### src/rtl/fifo_rd_ctrl.sv
// rtl/fifo_rd_ctrl.sv - async FIFO read-side pointer, empty flag and FWFT output stage
module fifo_rd_ctrl #(
  parameter int DATA_WIDTH = 8,
  parameter int DEPTH      = 8,
  parameter int AE_THRESH  = 1,
  localparam int AW        = $clog2(DEPTH)
) (
  input  logic                  R_CLK,
  input  logic                  R_RST,
  input  logic [AW:0]           sync_gray_wptr,
  input  logic [DATA_WIDTH-1:0] R_data_mem,
  input  logic                  rd_ready,
  output logic [AW-1:0]         R_addr,
  output logic [AW:0]           gray_rd_ptr,
  output logic                  empty,
  output logic [DATA_WIDTH-1:0] rd_data,
  output logic                  rd_valid,
  output logic [AW:0]           rd_level,
  output logic                  almost_empty
);

  localparam logic [AW:0] PTR_ONE = (AW+1)'(1);
  localparam logic [AW:0] AE_LVL  = (AW+1)'(AE_THRESH);

  typedef enum logic {IDLE, LOADED} state_t;

  state_t      state;
  logic [AW:0] bn_rd_ptr;
  logic [AW:0] bn_nxt;
  logic [AW:0] wb;
  logic [AW:0] level_nxt;
  logic        take;
  logic        fetch;

  assign R_addr = bn_rd_ptr[AW-1:0];
  assign empty  = (gray_rd_ptr == sync_gray_wptr);
  assign take   = rd_valid & rd_ready;
  assign fetch  = !empty & (!rd_valid | rd_ready);
  assign bn_nxt = bn_rd_ptr + PTR_ONE;

  // Binary view of the synchronized write pointer, used only for the level estimate.
  always_comb begin
    wb     = '0;
    wb[AW] = sync_gray_wptr[AW];
    for (int i = AW - 1; i >= 0; i--) begin
      wb[i] = wb[i+1] ^ sync_gray_wptr[i];
    end
  end

  assign level_nxt = (wb - bn_rd_ptr) + {{AW{1'b0}}, rd_valid};

  always_ff @(posedge R_CLK or posedge R_RST) begin
    if (R_RST) begin
      bn_rd_ptr   <= '0;
      gray_rd_ptr <= '0;
    end else if (fetch) begin
      bn_rd_ptr   <= bn_nxt;
      gray_rd_ptr <= bn_nxt ^ (bn_nxt >> 1);
    end
  end

  // Output-register handshake; a take and a fetch on the same edge keep LOADED.
  always_ff @(posedge R_CLK or posedge R_RST) begin
    if (R_RST) begin
      state    <= IDLE;
      rd_valid <= 1'b0;
      rd_data  <= '0;
    end else begin
      case (state)
        IDLE: begin
          if (fetch) begin
            state    <= LOADED;
            rd_valid <= 1'b1;
            rd_data  <= R_data_mem;
          end
        end
        LOADED: begin
          if (fetch) begin
            rd_data <= R_data_mem;
          end else if (take) begin
            state    <= IDLE;
            rd_valid <= 1'b0;
          end
        end
        default: begin
          state    <= IDLE;
          rd_valid <= 1'b0;
        end
      endcase
    end
  end

  always_ff @(posedge R_CLK or posedge R_RST) begin
    if (R_RST) begin
      rd_level     <= '0;
      almost_empty <= 1'b1;
    end else begin
      rd_level     <= level_nxt;
      almost_empty <= (level_nxt <= AE_LVL);
    end
  end

endmodule

### config.mk
export PLATFORM = sky130hd
export DESIGN_NAME = fifo_rd_ctrl
export DESIGN_NICKNAME = d
export VERILOG_FILES = /design/src/rtl/fifo_rd_ctrl.sv
export SDC_FILE = /design/constraint.sdc
export NUM_CORES = 1
export LEC_CHECK = 0
export ABC_AREA = 0
export CAP_MARGIN = 10
export CORE_MARGIN = 8
export CORE_UTILIZATION = 40
export CTS_BUF_LIST = sky130_fd_sc_hd__clkbuf_16
export CTS_CLUSTER_SIZE = 40
export DETAILED_ROUTE_END_ITERATION = 12
export PLACE_DENSITY_LB_ADDON = 0.08
export SLEW_MARGIN = 30
export SYNTH_ARGS = -nofsm -noshare
export SYNTH_HDL_FRONTEND = slang
export SYNTH_SLANG_ARGS = --single-unit
### constraint.sdc
create_clock -name R_CLK -period 3.8 [get_ports R_CLK]
set_clock_uncertainty 0.2 [all_clocks]
set_input_delay 0.76 -clock R_CLK [delete_from_list [all_inputs] [get_ports R_CLK]]
set_output_delay 0.76 -clock R_CLK [all_outputs]
set_load 0.02 [all_outputs]
* Word-level counts from Yosys, hierarchy flattened
Index checks and enable logic that the tools add are counted.
** Cells by class
- Reductions and logical operators :: 3
- Magnitude comparators :: 1
- Equality and inequality tests :: 4
- Add/subtract/negate cells :: 3
- Muxes and demuxes :: 9
- Bitwise gates (word level) :: 8
** Operators with widths (count)
- $mux 8 :: 1
- $mux 1 :: 6
- $add 4x1->4 :: 1
- $add 4x1->4 const B :: 1
- $eq 4x4->1 :: 1
- $le 4x1->1 const B :: 1
- $ne 2x2->1 const B :: 2
- $pmux 1 s2 :: 2
- $sub 4x4->4 :: 1
- $xor 4x3->4 :: 1
- $reduce_and 3->1 :: 1
- $xor 1x1->1 :: 3
- $and 1x1->1 :: 2
- $logic_not 1->1 :: 2
- $ne 2x1->1 const B :: 1
- $not 1->1 :: 1
- $or 1x1->1 :: 1
** Word-level totals
- Input bits :: 15
- Logic and storage cells :: 35
- Register bits after elaboration :: 23
- Output and inout bits :: 22

* Depth between registers and ports, before layout
Gate-level depths: netlist of run 1.
- Depth after elaboration :: 6
- Depth in mapped cells :: 10
- Gate-level depth less buffers :: 10

* Least setup slack after synthesis of run 1
No wires, ideal clock.
- Path type :: in2reg
- Start point :: in sync_gray_wptr[3]
- End point :: reg almost_empty
- Path slack :: 1.059 ns
- Buffers on the path :: 0
- Stages :: 10
- Data arrival time :: 2.460 ns
- Data required time :: 3.518 ns
- Library setup time :: 0.082 ns
- Cells stage by stage :: xor2_1 xor2_1 xnor2_1 ha_1 inv_1 ha_1 inv_1 fa_1 inv_1 nor3_1
** On the way
- Cells in the longest elaborated chain, start to end :: 6
** RTL lines
- from (decl) :: line 10 : input logic [AW:0] sync_gray_wptr,
- $xor 1x1->1 (*) (2 in a row) :: line 46 : wb[i] = wb[i+1] ^ sync_gray_wptr[i];
- $xor 1x1->1 :: line 46
- $sub 4x4->4 (*) :: line 50 : assign level_nxt = (wb - bn_rd_ptr) + {{AW{1'b0}}, rd_valid};
- $add 4x1->4 (*) :: line 50
- via level_nxt[1] :: line 31 : logic [AW:0] level_nxt;
- $le 4x1->1 (*) :: line 99 : almost_empty <= (level_nxt <= AE_LVL);
- to (signal assigned) :: line 99
- to (decl) :: line 19 : output logic almost_empty
The timed path passes the listed nets; every way through them passes the cells marked *.
A chain may end at the register's enable or synchronous reset.

* Worst setup path in the final report of run 1
- Start point :: in sync_gray_wptr[3]
- End point :: out empty
** On the way
- Cells in the longest elaborated chain, start to end :: 1
** RTL lines
- $eq 4x4->1 :: line 36 : assign empty = (gray_rd_ptr == sync_gray_wptr);
- to (decl) :: line 15 : output logic empty,
No other way between the ends.

==> results.md, run 1 <==
Worst setup path:
- The end of the worst register-to-register path is almost_empty.
- At the worst endpoint, the required time is 2.84 ns.
- The critical-path cell with the highest stage delay is clkdlybuf4s50_1.
- Counting buffers and inverters, the worst setup path is 5 cells deep.
- The worst endpoint data arrival time is 2.59 ns.
- The startpoint identified for the worst register-to-register timing path is bn_rd_ptr[0].
- The family with the most delay on the worst path is buffers and inverters.
- The largest single stage delay on the critical path is 0.61 ns.
- Counting both buffers and inverters, the worst setup path holds a total of 3.
- For the worst flop-to-flop path, the logic depth is 7.
- The critical path goes through clkdlybuf4s50_1 -> xnor2_1 -> nand4_1 -> inv_1 -> clkdlybuf4s50_1.
- The most frequent cell on the critical path is clkdlybuf4s50_1.
- The peak fanout along the critical path is 3.
- The reg-to-reg setup timing slack is 1.65 ns.
- The classification of the worst setup path is input pin to output pin.
- In this run the worst setup path terminates at empty.
- The critical path starts at sync_gray_wptr[3].
- The worst setup path is launched from an input pin.
- The type of element capturing the critical path is an output pin.

Route:
- The iteration-0 DRC count of the detailed router is 13.
- The ratio of routed vias to standard cells is 4.83.
- In the routed design, unresolved DRC markers number 0.
- The number of nets with antenna violations after detailed routing is 0.
- The routed layout has 759 vias.
- The number of optimization iterations in the first detailed-route pass is 4.
- The total length of routed wires is 2.29 mm.
- After detailed routing, the average wire length per cell comes to 14.6 um.

Global routing:
- The total overflow reported by the global router is 0.
- The number of antenna violations at the first check in global routing is 0.
- The number of global-route vias before repair is 830.
- The first global-routing pass estimated 3.72 mm of wire.
- The overall fraction of global-route tracks in use is 0.108.
- The pin count of the biggest net entering global routing is 23.

STA:
- Setup violations remaining at the end of the flow were counted as 0.
- The setup TNS is 0 ns.
- The slew at the pin with the worst max-slew slack is 0.794 ns.
- The max-slew violation count came to 0.
- The final hold slack is 0.290 ns.
- Measured against its own limit, the worst slew margin works out to 0.467.
- The final hold violation count is 0.
- The minimum clock period is 3.55 ns.
- The part of the cycle the worst path needs is 0.934.
- Setup repair after global routing left no endpoint under its margin.
- For this run, the top clock speed supported by timing is 0.282 GHz.

Power:
- The share of power burned in combinational logic is 0.536.
- The clock network power share is 0.190.
- For this design the static power due to leakage is 0.691 nW.
- The proportion of total power due to net switching is 0.371.
- The internal power of the cells is 0.000977 W.
- The worst-case vdd ir drop is 620 uV.
- The analysis attributes to net switching a power of 0.000575 W.
- Of the total power, registers draw 0.274.
- The power per cell area is 966 nW/um2.

Clock tree:
- The CTS H-tree depth is 1.
- The clock root buffer is clkbuf_16.
- The CTS tree is built.
- The clock insertion delay at the later pin of the skew report is 0.26 ns.
- The worst-case clock buffer depth is 2.
- After clock tree synthesis, the repair step resized 0 gates.
- The number of clock sinks is 22.
- The clock edge transition at the registers on the reported setup and hold paths is 0.06 ns.
- In this run, CTS created clock tree buffers numbering 3.
- Post-CTS timing repair inserted 0 buffers for setup.
- For this design, the CTS-stage hold fixing added 0 buffers.

Layout:
- The area growth from synthesis to final layout is 44.3%.
- The number of diodes is 0.
- The post-layout utilization of the core is 0.593.
- At the end of the flow, the number of nets in the layout was 150.
- The fraction of layout instances using a drive strength above 1 is 0.143.

Synth:
- The share of async-settable or async-resettable flops after synthesis is 1.00.
- The total nets after synthesis is 110.
- Yosys mapped a number of flops with a built-in enable equal to 0.
- After synthesis the cells add up to 1110 um2.
- The cell count after synthesis came out at 87.
- Among all flip-flop cells after synthesis, the most frequent one is dfrtp_1.
- The number of warnings printed during yosys synthesis is 0.
- The sequential area share after synthesis is 0.496.
- The most frequently used cell type in the post-synthesis netlist is dfrtp_1.
- The commonest cells after synthesis are 21 x dfrtp_1, 13 x xnor2_1, 11 x mux2_2.
- In this run, distinct cell masters in the synthesized netlist total 19.
- Ranked by total cell area, the synthesized netlist is headed by dfrtp_1 47%, mux2_2 11%, xnor2_1 10%, ha_1 7.9%, xor2_1 3.9%.
- The synthesized area divided by synthesized cell count is 12.8 um2.
- The post-synthesis register bit count is 22.
- The leading area contributor after synthesis is dfrtp_1.
- The share of synthesized area in the top cell type comes to 0.472.

Placement:
- Detailed placement ended at an HPWL of 1.73 mm.
- The count of port buffers added during placement is 36.
- At the end of routability-driven placement, the weighted congestion stood at 0.758.

Floorplan:
- The floorplan die width is 68.8 um.
- The area of the die is 4730 um2.
- The die is 68.8 um tall.
- The number of placed I/O pins is 37.
- The starting utilization of the core area is 0.411.
- The floorplan has 19 rows.
- The placeable core region is 2710 um2.

Job:
- The tool flagged a number of max-cap violations equal to 0.

Outcome:
- The run finished with clean final reports.

Worst hold path:
- The path type of the worst min-delay path is flip-flop to flip-flop.
## flip-flops by register name, indices dropped and copies added, names as in the netlist
name,count
rd_data,8
gray_rd_ptr,4
rd_level,4
bn_rd_ptr,3
almost_empty,1
rd_valid,1
state,1
## layer usage
metal / wire, um / GRT usage
met5: 0 / 0
met4: 25 / 0.0451
met3: 272 / 0.0582
met2: 1070 / 0.174
met1: 926 / 0.115
## kinds of logic (layout without fill, tap and decap cells)
logic type | after synthesis | in the layout | share of synthesized area
flops | 22 | 22 | 0.496
compound gates | 8 | 8 | 0.0596
xor+xnor | 18 | 18 | 0.142
mux | 11 | 11 | 0.111
buf+inv | 11 | 50 | 0.0438
fa+ha+maj | 8 | 8 | 0.0966
simple gates | 9 | 9 | 0.0517
## final cells by class
class	instances	area [um2]
Clock inverter	1	30.0
Clock buffer	3	75.1
Multi-Input combinational cell	54	513
Tap cell	31	38.8
Inverter	10	37.5
Sequential cell	22	552
Timing Repair Buffer	36	360
Fill cell	238	1100
## power groups by stage
stage | sequential (W) | combinational [W] | clock, W
2_1_floorplan | 0.000533 | 0.000451 | 0
3_3_place_gp | 0.000427 | 0.000821 | 0
3_5_place_dp | 0.000431 | 0.000833 | 0
4_1_cts | 0.000428 | 0.000847 | 0.000299
5_1_grt | 0.000442 | 0.000916 | 0.000307
6_report | 0.000425 | 0.000832 | 0.000296
## cells in the final DEF, fill, tap and decap left out, drive strengths merged
cell type,instances
a41oi,1
xor2,5
clkinv,1
a21o,1
o21ai,1
xnor2,13
ha,7
dfstp,1
clkbuf,3
nand4,2
fa,1
dfrtp,21
inv,9
bufinv,1
nand2,5
mux2,11
nor3,1
clkdlybuf4s50,36
nor2b,1
a21oi,4
a31oi,1
## stage by stage
stage          setup slack (ns)  total power (W)  std cells  instance area, um2
2_1_floorplan              1.06         0.000984         87                1110
3_3_place_gp              0.273          0.00125        153                1500
3_5_place_dp              0.262          0.00126        153                1500
4_1_cts                   0.243          0.00157        157                1610
5_1_grt                   0.139          0.00166        157                1610
6_report                  0.252          0.00155        157                1610
## worst min path at each step
stage	slack [ns]	cells after the start	end	start
final	0.29	1	rd_valid	state
after global routing	0.29	1	rd_valid	state
after CTS	0.28	1	rd_valid	state
after detailed placement	0.28	1	rd_valid	state
after global placement	0.27	1	rd_valid	state
after floorplan	0.25	1	rd_valid	state
## worst register-to-register path: stages (launching register included)
cell	delay (ns)
dfrtp_1	0.49
ha_1	0.34
inv_1	0.08
ha_1	0.18
inv_1	0.06
fa_1	0.38
xnor2_1	0.16
nor3_1	0.18
Power figures use the tool's default switching activity.
==> inputs of run 2 (changes only) <==
==> constraint.sdc (replaced) <==
create_clock -name R_CLK -period 3.8 [get_ports R_CLK]
set_clock_uncertainty 0.2 [all_clocks]
set_input_delay 1.14 -clock R_CLK [delete_from_list [all_inputs] [get_ports R_CLK]]
set_output_delay 1.14 -clock R_CLK [all_outputs]
set_load 0.02 [all_outputs]
==> results.md, run 2 (synthesized netlist as in run 1, its figures left out) <==
Power:
- The net switching component of the power is 0.000587 W (+2.0%).
- The power per cell area is 926 nW/um2 (-4.2%).
- The proportion of total power due to net switching is 0.379 (+0.00831).
- The power after layout is 0.00155 W (-0.23%).
- The internal power of the cells is 0.000962 W (-1.6%).
- The share of power burned in combinational logic was 0.578 (+0.042).
- The standby leakage power is 0.741 nW (+7.1%).
- The clock network power share came to 0.144 (-0.046).
- The worst-case vdd ir drop is 548 uV (-12%).
- The share of total power in sequential cells was 0.279 (+0.005).

Worst setup path:
- Walking the worst path, the cells encountered are clkdlybuf4s50_1 -> xnor2_1 -> nand4_1 -> inv_1 -> clkbuf_2.
- The classification of the worst setup path is input pin to output pin.
- The startpoint identified for the worst register-to-register timing path is gray_rd_ptr[3].
- The peak fanout along the critical path is 3 (unchanged).
- The startpoint of the worst setup timing path is sync_gray_wptr[3].
- The worst setup path is launched from an input pin.
- The type of element capturing the critical path is an output pin.
- The data required time at the worst endpoint is 2.46 ns (-0.38 ns).
- Among all stages on the critical path, the largest delay is contributed by clkdlybuf4s50_1.
- The number of buffers and inverters on the critical path was 3 (unchanged).
- The delay of the slowest critical-path stage is 0.55 ns (-0.06 ns).
- The family with the most delay on the worst path is buffers and inverters.
- The worst endpoint data arrival time is 2.34 ns (-0.25 ns).

Clock tree:
- The total clock buffers created by CTS is 3 (unchanged).
- The clock insertion delay at the later pin of the skew report came to 0.25 ns (about the same).
- The clock edge transition at the registers on the reported setup and hold paths is 0.06 ns (about the same).
- The worst-case clock buffer depth is 2 (unchanged).
- The number of clock sinks is 22 (unchanged).
- The CTS H-tree depth is 1 (unchanged).
- The post-CTS setup buffer count is 0 (unchanged).
- The root buffer cell chosen for the clock tree is clkbuf_16.
- TritonCTS built the clock tree.

Layout:
- The most common library cell in the layout ignoring fill and taps is clkdlybuf4s50_1.
- The number of diodes came to 0 (unchanged).
- The fraction of layout instances using a drive strength above 1 is 0.226 (+0.0834).
- The post-layout utilization of the core is 0.617 (+0.0245).
- The number of nets in the final layout was 161 (+7.3%).
- The total area of sequential cells is 552 um2 (unchanged).
- The total of fill cells in the finished design is 245 (+2.9%).
- In the layout the commonest cells are 35 x clkdlybuf4s50_1, 21 x dfrtp_1, 12 x xnor2_1.
- The area occupied by multi-input gates came to 528 um2 (+2.9%).
- rd_data holds more flip-flops than any other register.
- The largest registers in the layout are rd_data: 8 flops, gray_rd_ptr: 4 flops, rd_level: 4 flops.
- The number of flip-flops under the largest register name is 8 (unchanged).
- From synthesis to final layout, the design area changed by 50.2%.

Floorplan:
- The floorplan die width came to 68.8 um (unchanged).
- The area of the die is 4730 um2 (unchanged).
- The chip height is 68.8 um (unchanged).
- The starting utilization of the core area was 0.411 (unchanged).
- The number of placement rows is 19 (unchanged).
- The number of placed I/O pins came to 37 (unchanged).
- The placeable core region came to 2710 um2 (unchanged).

Global routing:
- The overall fraction of global-route tracks in use was 0.119 (+0.0112).
- The first-pass GRT wire length is 4.13 mm (+11%).
- The pin count of the biggest net entering global routing came to 23 (unchanged).
- The number of antenna violations at the first check in global routing came to 0 (unchanged).
- The number of global-route vias before repair is 932 (+12%).
- The total overflow reported by the global router was 0 (unchanged).

STA:
- The final setup violation count was 0 (unchanged).
- The highest clock rate was 0.272 GHz (-3.6%).
- The setup TNS is 0 ns (unchanged).
- The worst slew margin relative to its limit was 0.480 (+0.0133).
- The final hold violation count is 0 (unchanged).
- Setup repair after global routing left no endpoint under its margin.
- The part of the cycle the worst path needs is 0.968 (+0.0345).
- The slew at the pin with the worst max-slew slack is 0.775 ns (-0.0198 ns).
- The max-slew violation count is 0 (unchanged).
- The minimum clock period is 3.68 ns (+0.131 ns).
- The final hold slack is 0.286 ns (-0.00484 ns).

Route:
- The DRC violations left is 0 (unchanged).
- The iteration-0 DRC count of the detailed router came to 18 (+5).
- The number of optimization iterations in the first detailed-route pass is 4 (unchanged).
- The ratio of routed vias to standard cells is 4.75 (-1.7%).
- The total length of routed wires was 2.40 mm (+4.5%).
- The overall via count from detail_route is 798 (+5.1%).
- The number of nets with antenna violations after detailed routing was 0 (unchanged).
- The average routed wire per standard cell is 14.3 um (-2.3%).

Placement:
- The global placer's final weighted congestion is 0.738 (-2.5%).
- The count of port buffers added during placement is 36 (unchanged).
- The half-perimeter wire length after detailed placement is 1.85 mm (+7.3%).

Worst hold path:
- The path type of the worst min-delay path is flip-flop to flip-flop.
- The startpoint identified for the worst hold timing path is state.

Job:
- The max-capacitance violation count is 0 (unchanged).

Outcome:
- The run finished with clean final reports.
run 2: worst reg2reg max path: stages (launching register included):
cell,delay [ns]
dfrtp_1,0.44
xnor2_1,0.17
buf_4,0.16
a41oi_4,0.59
mux2_2,0.42
run 2: final cells by class:
| class | count | share of cell area |
|---|---|---|
| timing repair buffer | 47 | 0.262 |
| multi-input combinational | 54 | 0.316 |
| inverter | 10 | 0.0224 |
| tap | 31 | 0.0232 |
| clock inverter | 1 | 0.00224 |
| clock buffer | 3 | 0.0449 |
| sequential | 22 | 0.330 |
run 2: layer usage:
layer  GRT usage  vias up  share of wire
met5           0        -              0
met3      0.0452        4          0.099
met2       0.200       28           0.49
met4      0.0677        0          0.018
met1       0.125      381           0.40
li1            -      385              -
run 2: power groups by stage:
stage               sequential, W  combinational (W)  clock, W
finish                   0.000432           0.000895  0.000222
global placement         0.000432           0.000891         0
floorplan                0.000533           0.000451         0
CTS                      0.000433           0.000905  0.000228
global route             0.000451           0.000981  0.000239
detailed placement       0.000435           0.000903         0
run 2: metrics by stage:
| step | setup WS (ns) | cells | cell area (um2) |
|---|---|---|---|
| after floorplan | 0.633 | 87 | 1110 |
| after global placement | -0.265 | 164 | 1580 |
| after detailed placement | -0.277 | 164 | 1580 |
| after CTS | 0.0179 | 168 | 1660 |
| after global routing | 0.0250 | 168 | 1670 |
| final | 0.120 | 168 | 1670 |
run 2: path summary, 6_finish.rpt:
| kind | depth (start not counted) | slack, ns | end |
|---|---|---|---|
| min in group asynchronous | 2 | 1.03 | state |
| max reg2reg | 4 | 1.70 | rd_data[0] |
| min | 1 | 0.29 | rd_valid |
| max in group asynchronous | 2 | 1.99 | almost_empty |
| min reg2reg | 1 | 0.29 | rd_valid |
| max | 5 | 0.12 | empty |
run 2: timing repair:
action | 4_1_cts | 5_1_grt
endpoints found under the setup margin | 1 | 1
hold endpoints to repair | 0 | 0
resized for setup | 2 | 3
hold buffers | 0 | 0
